==> src/rtl/rgb_hue_sequencer.sv <==
// rgb_hue_sequencer: walks the three RGB PWM duty channels around a six-phase
// hue wheel (R->Y->G->C->B->M->R) and delivers each new duty triple over a
// valid/ready handshake, stalling the ramp while a triple is still pending.
// Optional feature macro: RATE_CFG_EN (adds the step_cfg run-time step length).
module rgb_hue_sequencer #(
    parameter int unsigned  PWM_INTERVAL = 1200,
    parameter int unsigned  STEP_CYCLES  = 1666,
    localparam int unsigned DW           = $clog2(PWM_INTERVAL + 1),
    localparam int unsigned SW           = $clog2(STEP_CYCLES + 1)
) (
    input  logic          clk,
    input  logic          rst_n,
    input  logic          start,
    input  logic          stop,
    input  logic          hold,
`ifdef RATE_CFG_EN
    input  logic [SW-1:0] step_cfg,
`endif
    output logic [DW-1:0] duty_r,
    output logic [DW-1:0] duty_g,
    output logic [DW-1:0] duty_b,
    output logic          duty_valid,
    input  logic          duty_ready,
    output logic [2:0]    phase,
    output logic          busy,
    output logic          cycle_done
);

    localparam logic [DW-1:0] Full     = DW'(PWM_INTERVAL);
    localparam logic [DW-1:0] RampLast = DW'(PWM_INTERVAL - 1);

    typedef enum logic [1:0] {StIdle, StRun, StHold} state_t;

    state_t        state_q;
    logic [DW-1:0] ramp_q;
    logic [SW-1:0] step_cnt_q;
    logic [SW-1:0] step_len;
    logic          step_term;
    logic          can_emit;

`ifdef RATE_CFG_EN
    logic [SW-1:0] step_len_q;
    logic [SW-1:0] cfg_len;

    // A configured length of zero behaves as a one-clock step.
    assign cfg_len  = (step_cfg == '0) ? SW'(1) : step_cfg;
    assign step_len = step_len_q;
`else
    assign step_len = SW'(STEP_CYCLES);
`endif

    assign step_term = (step_cnt_q == step_len - SW'(1));
    // A ramp step may only emit once the previous triple is gone or leaving.
    assign can_emit  = !duty_valid || duty_ready;
    assign busy      = (state_q != StIdle);

    // Hue wheel: {r, g, b} for a given phase and ramp position.
    function automatic logic [3*DW-1:0] duty_map(input logic [2:0] ph, input logic [DW-1:0] rp);
        logic [DW-1:0] up;
        logic [DW-1:0] dn;
        up = rp;
        dn = Full - rp;
        case (ph)
            3'd0:    duty_map = {Full, up, DW'(0)};
            3'd1:    duty_map = {dn, Full, DW'(0)};
            3'd2:    duty_map = {DW'(0), Full, up};
            3'd3:    duty_map = {DW'(0), dn, Full};
            3'd4:    duty_map = {up, DW'(0), Full};
            3'd5:    duty_map = {Full, DW'(0), dn};
            default: duty_map = '0;
        endcase
    endfunction

    // Sequencer FSM with registered duty, handshake and status outputs.
    always_ff @(posedge clk or negedge rst_n) begin
        if (!rst_n) begin
            state_q    <= StIdle;
            phase      <= 3'd0;
            ramp_q     <= '0;
            step_cnt_q <= '0;
            duty_r     <= '0;
            duty_g     <= '0;
            duty_b     <= '0;
            duty_valid <= 1'b0;
            cycle_done <= 1'b0;
`ifdef RATE_CFG_EN
            step_len_q <= SW'(STEP_CYCLES);
`endif
        end else begin
            cycle_done <= 1'b0;
            if (duty_valid && duty_ready) begin
                duty_valid <= 1'b0;
            end

            if (stop && state_q != StIdle) begin
                state_q    <= StIdle;
                phase      <= 3'd0;
                ramp_q     <= '0;
                step_cnt_q <= '0;
                {duty_r, duty_g, duty_b} <= '0;
                duty_valid <= 1'b1;
            end else if (start && !stop) begin
                state_q    <= StRun;
                phase      <= 3'd0;
                ramp_q     <= '0;
                step_cnt_q <= '0;
                {duty_r, duty_g, duty_b} <= duty_map(3'd0, '0);
                duty_valid <= 1'b1;
`ifdef RATE_CFG_EN
                step_len_q <= cfg_len;
`endif
            end else if (state_q != StIdle) begin
                state_q <= hold ? StHold : StRun;
                if (!hold) begin
                    if (!step_term) begin
                        step_cnt_q <= step_cnt_q + SW'(1);
                    end else if (can_emit) begin
                        // Terminal count with a free slot: advance the ramp and emit.
                        step_cnt_q <= '0;
                        duty_valid <= 1'b1;
                        if (ramp_q == RampLast) begin
                            ramp_q     <= '0;
                            phase      <= (phase == 3'd5) ? 3'd0 : phase + 3'd1;
                            cycle_done <= (phase == 3'd5);
                            {duty_r, duty_g, duty_b} <=
                                duty_map((phase == 3'd5) ? 3'd0 : phase + 3'd1, '0);
`ifdef RATE_CFG_EN
                            step_len_q <= cfg_len;
`endif
                        end else begin
                            ramp_q <= ramp_q + DW'(1);
                            {duty_r, duty_g, duty_b} <= duty_map(phase, ramp_q + DW'(1));
                        end
                    end
                end
            end
        end
    end

endmodule

==> config.mk <==
export PLATFORM = sky130hd
export DESIGN_NAME = rgb_hue_sequencer
export DESIGN_NICKNAME = d
export VERILOG_FILES = /design/src/rtl/rgb_hue_sequencer.sv
export SDC_FILE = /design/constraint.sdc
export NUM_CORES = 1
export LEC_CHECK = 0
export BUFFER_PORTS_ARGS = -buffer_cell sky130_fd_sc_hd__buf_4
export CORE_MARGIN = 10
export CORE_UTILIZATION = 48
export DETAILED_ROUTE_END_ITERATION = 7
export PLACE_DENSITY = 0.67
export SYNTH_ARGS = -nofsm -noshare
export SYNTH_HDL_FRONTEND = slang
export SYNTH_SLANG_ARGS = --single-unit
==> constraint.sdc <==
create_clock -name clk -period 3.65 [get_ports clk]
set_clock_uncertainty 0.2 [all_clocks]
set_input_delay 0.1825 -clock clk [delete_from_list [all_inputs] [get_ports clk]]
set_output_delay 0.1825 -clock clk [all_outputs]
set_load 0.01 [all_outputs]
# == Yosys cells after proc, flatten, opt, wreduce, memory -nomap -nowiden ==
# Index checks and enable logic that the tools add are counted.
# Widths: inputs -> output; s select.
# totals
reg_bits,62
in_bits,6
output_inout_bits,39
word_cells,105
# op_classes
n_addsub,4
n_eq_ne,14
n_mux,62
reduce_logical,16
# ops
operator,count
$pmux 33 s6,2
$mux 11,34
$mux 3,8
$add 11x1->11 const B,2
$eq 11x11->1 const B,2
$mux 1,14
$eq 3x2->1 const B,4
$eq 3x3->1 const B,4
$reduce_bool 3->1,4
$sub 11x11->11 const A,1
$mux 2,4
$eq 3x1->1 const B,2
$logic_not 3->1,2
$reduce_and 5->1,1
$ne 4x1->1 const B,1
$reduce_and 4->1,1
$add 3x1->3 const B,1
$logic_and 1x1->1,3
$ne 3x1->1 const B,1
$reduce_and 3->1,1
$logic_not 1->1,2
$reduce_bool 2->1,1
$logic_or 1x1->1,1

# == Longest topological paths before layout ==
# logic_depth
word_depth,11
depth_mapped,10

# == Worst setup path before layout ==
# No wires, ideal clock.
# synth_timing
path_type,flip-flop to flip-flop
startpoint,register phase[2]
endpoint,register duty_g[9]
setup_ps,71
t_arrival_ps,2332
t_required_ps,3379
setup_slack_ps,1048
stages_incl_launch_ff,10
period_less_slack_ps,2602
cell_sequence,dfrtp_1 > clkbuf_1 > inv_1 > ha_1 > nand2b_1 > o32ai_1 > or4_1 > buf_2 > or4_1 > nand3_1
# synth_via
elab_chain_cells,9
elab_cells_between_ends,14
classes_between,eq/ne (5); mux (8); reduce/logical (1)
# synth_rtl
item,line,source
"start, declared",24,"output logic [2:0] phase,"
"start signal, assigned",123,phase <= (phase == 3'd5) ? 3'd0 : phase + 3'd1;
"$eq 3x3->1, or another cell as far along",63,case (ph)
$pmux 33 s6 (*),63,
$mux 11 (*),121,if (ramp_q == RampLast) begin
$mux 11 (*),117,end else if (can_emit) begin
$mux 11 (*),115,if (!step_term) begin
$mux 11 (*),114,if (!hold) begin
$mux 11 (*),112,end else if (state_q != StIdle) begin
$mux 11 (*),102,end else if (start && !stop) begin
$mux 11 (*),95,if (stop && state_q != StIdle) begin
"end signal, assigned",107,"{duty_r, duty_g, duty_b} <= duty_map(3'd0, '0);"
"end signal, assigned",125,"{duty_r, duty_g, duty_b} <="
"end signal, assigned",132,"{duty_r, duty_g, duty_b} <= duty_map(phase, ramp_q + DW'(1));"
"end, declared",20,"output logic [DW-1:0] duty_g,"
# Mark *: on every way between the ends. The rest lies on a longest branch, timed or not. The select of a mux whose other input is x is not followed.
# A chain may end at the register's enable or synchronous reset.

# == Worst setup path after layout ==
# layout_timing
startpoint,register ramp_q[1]
endpoint,register duty_g[10]
# layout_via
elab_chain_cells,10
elab_cells_between_ends,11
classes_between,add/sub (2); eq/ne (1); mux (8)
# layout_rtl
item,line,source
"start, declared",35,logic [DW-1:0] ramp_q;
"start signal, assigned",131,ramp_q <= ramp_q + DW'(1);
$add 11x1->11,132,
$sub 11x11->11,62,dn = Full - rp;
$pmux 33 s6,63,
$mux 11 (*),121,
$mux 11 (*),117,
$mux 11 (*),115,
$mux 11 (*),114,
$mux 11 (*),112,
$mux 11 (*),102,
$mux 11 (*),95,
# Marked as above.

==> metrics.md <==
| Metric | Value |
|---|---|
| Final Util | 0.578 |
| First-pass GRT wire length | 20300 um |
| Synth Instances | 472 |
| Final TNS setup | 0 ps |
| WHS Endpoint | step_cnt_q[2]$_DFFE_PN0P_ |
| Fin. max-slew vios | 0 |
| Max VDD drop | around 0.26 mV |
| Drt drc | 0 |
| Post-synthesis net count | 482 |
| Die width | 111 um |
| Critical path type | reg2reg |
| CTS H-tree depth | 3 |
| Port Buffers | 44 |
| Core area | 8180 um2 |
| Latest clock arrival within the worst-skew pair | approximately 350 ps |
| Clk root buf | clkbuf_8 |
| Syn-to-layout area delta | 18.3% |
| Max cap viols | 0 |
| Die area | 12400 um2 |
| # setup viols final | 0 |
| Clk sink count | 62 |
| Setup crit end kind | register |
| Via count | 4030 |
| Final period util | 0.886 |
| Routability congestion estimate | 0.945 |
| RSZ-0062 raised after global routing | false |
| Register-to-register setup slack | 420 ps |
| Async SR Flop Fraction | 1.00 |
| Post-synth EDFFs | 0 |
| Most used flip-flop cell after synthesis | dfrtp_1 |
| Hold slack | around 60 ps |
| # fillers | about 760 |
| Vias per cell | 6.43 |
| Cts bufs inserted | 9 |
| Drt total wl | 12200 um |
| Register area share after synthesis | 0.389 |
| Max Fanout on Critical Path | 10 |
| Syn Std Cell Area | approximately 4000 um2 |
| CTS tree | built |
| Slew HR | 0.349 |
| Power per cell area | 328 nW/um2 |
| Worst endpoint data arrival time | about 3300 ps |
| Seq cells post-synth | 62 |
| Synth warn | 0 |
| Total congestion overflow | 0 |
| WHS Path Cells | 4 |
| Largest net degree at the start of global routing | 63 |
| Setup crit start kind | register |
| Tot GR Track Use | 0.194 |
| Final net count | between 500 and 600 |
| Peak Freq | 0.309 GHz |
| DR WL/cell | 19.4 um |
| Core Rows | 33 |
| Vias in the first global route | 3934 |
| Initial DRT Pass Iterations | 5 |
| Layout cells sized above 1 | 0.167 |
| Status | finished clean |
| # diodes | 0 |
| Syn avg cell area | 8.46 um2 |
| Min-delay src | duty_ready |
| Min cycle time layout | 3230 ps |
| Leak | 1.95 nW |
| CTS Buffer Depth | 2 |
| Reg2reg path depth | 7 |
| Routed Antenna Nets | 0 |
| IO Count | 45 |
| Hold/Removal Path Class | in2reg |
| Synth cell types | 70 |
| Initial core utilization | 0.488 |
| CTS clk-pin slew, worst paths | roughly 70 ps |
| Detailed placer's ending HPWL | 8720 um |
| Initial antenna violation count | 0 |
| Slew at the pin closest to its max-slew limit | 969 ps |
| 1st-iter DRT viols | 305 |
| Final Hold Vio Count | 0 |
| Final non-filler cell total | around 630 |
| DIE HEIGHT | 111 um |
| Placed cells | 607 |
| R2R Path Start | ramp_q[1]$_DFFE_PN0P_ |
| FF-to-FF End | duty_g[10]$_DFFE_PN0P_ |
| Total power | 1.55 mW |
| CP Data Required Time | between 3000 and 4000 ps |
## registers in the layout, summed over array words and instances (netlist names)
signal and cells:
duty_b 11, duty_g 11, duty_r 11, ramp_q 11
step_cnt_q 11, phase 3, state_q 2, cycle_done 1
duty_valid 1
## stage by stage
| step | area, um2 | setup WS, ps |
|---|---|---|
| detailed placement | 4460 | 499 |
| global placement | 4460 | 583 |
| finish | 4720 | 417 |
| global route | 4720 | 221 |
| floorplan | 3990 | 1050 |
| CTS | 4720 | 479 |
## layout by cell type (no fill, tap or decap), drive strengths merged, types with 4 or more instances in the layout
master	n
and4	4
o31ai	14
ha	4
nor2b	7
inv	16
nand3	28
o22ai	4
o211ai	4
a31oi	4
dlygate4sd3	4
or3	5
a21oi	21
clkbuf	10
or4	5
nand2b	6
buf	61
a221o	7
dfrtp	62
nor4	5
o221ai	5
a22oi	11
xnor2	10
nand2	52
nand4	12
nor3	15
and3	6
o21ai	47
nor2	30
## cell type report
class,count,area [um2],area share
tap,105,131,0.0278
multi-input combinational,364,2260,0.479
inverter,15,56.3,0.0119
sequential,62,1550,0.328
clock inverter,6,95.1,0.0201
clock buffer,10,128,0.0270
timing repair buffer,65,498,0.105
## synth_stat cells, types with 3 or more instances
library cell,n,area share
a211oi_1,3,0.0056
a21oi_1,21,0.026
a221o_1,7,0.018
a221oi_1,3,0.0066
a22o_1,3,0.0066
a22oi_1,11,0.021
a31oi_1,4,0.0063
and3_1,6,0.0094
and4_1,4,0.0088
buf_2,4,0.0050
clkbuf_1,24,0.023
dfrtp_1,62,0.39
ha_1,4,0.013
inv_1,15,0.014
nand2_1,51,0.048
nand2b_1,6,0.0094
nand3_1,28,0.035
nand4_1,12,0.019
nor2_1,30,0.028
nor2b_1,7,0.011
nor3_1,14,0.018
nor4_1,4,0.0063
o211ai_1,4,0.0075
o21a_1,3,0.0056
o21ai_0,44,0.055
o21ai_1,3,0.0038
o221ai_1,5,0.011
o22ai_1,4,0.0063
o31ai_1,14,0.026
or3_1,5,0.0078
or4_1,5,0.0094
xnor2_1,10,0.022
xor2_1,3,0.0066
## worst max-delay path by stage
stage / to / from / slack (ps) / cells after the start
final: duty_g[10]$_DFFE_PN0P_ / ramp_q[1]$_DFFE_PN0P_ / 420 / 7
after global routing: duty_g[10]$_DFFE_PN0P_ / ramp_q[1]$_DFFE_PN0P_ / 220 / 7
after CTS: duty_g[10]$_DFFE_PN0P_ / ramp_q[1]$_DFFE_PN0P_ / 480 / 7
after detailed placement: duty_g[10]$_DFFE_PN0P_ / ramp_q[1]$_DFFE_PN0P_ / 500 / 7
after global placement: duty_g[10]$_DFFE_PN0P_ / ramp_q[1]$_DFFE_PN0P_ / 580 / 7
after floorplan: duty_g[9]$_DFFE_PN0P_ / phase[2]$_DFFE_PN0P_ / 1050 / 9
## per-layer routing
| layer | routed length, um | global-route usage |
|---|---|---|
| met2 | 5750 | 0.306 |
| met5 | 0 | 0 |
| met1 | 5200 | 0.248 |
| met4 | 269 | 0.0694 |
| met3 | 928 | 0.0498 |
## logic make-up after synthesis
| logic type | share of synthesized area |
|---|---|
| and+or+nand+nor | 0.261 |
| DFF | 0.389 |
| AOI/OAI and AO/OA | 0.262 |
| adders and majority gates | 0.0125 |
| xor gates and xnor gates | 0.0285 |
| buffers and inverters | 0.0473 |
## worst max-delay path, cell delays in order, from the launching register on
cell     delay [ps]
dfrtp_1         530
ha_1            250
buf_4           170
nand4_1         240
nor4_1          810
nor2_1          320
o41ai_1         500
a211o_1         160
## repair_timing
action,4_1_cts,5_1_grt
buffers inserted,0,0
hold endpoints to repair,65,0
gates resized for setup,0,0
hold buffers,4,0
## power breakdown
part | switching, mW | internal [mW] | leakage (nW)
clock network | 0.305 | 0.391 | 0.111
registers | 0.0144 | 0.703 | 0.850
logic | 0.0866 | 0.0502 | 0.992
Power figures use the tool's default switching activity.
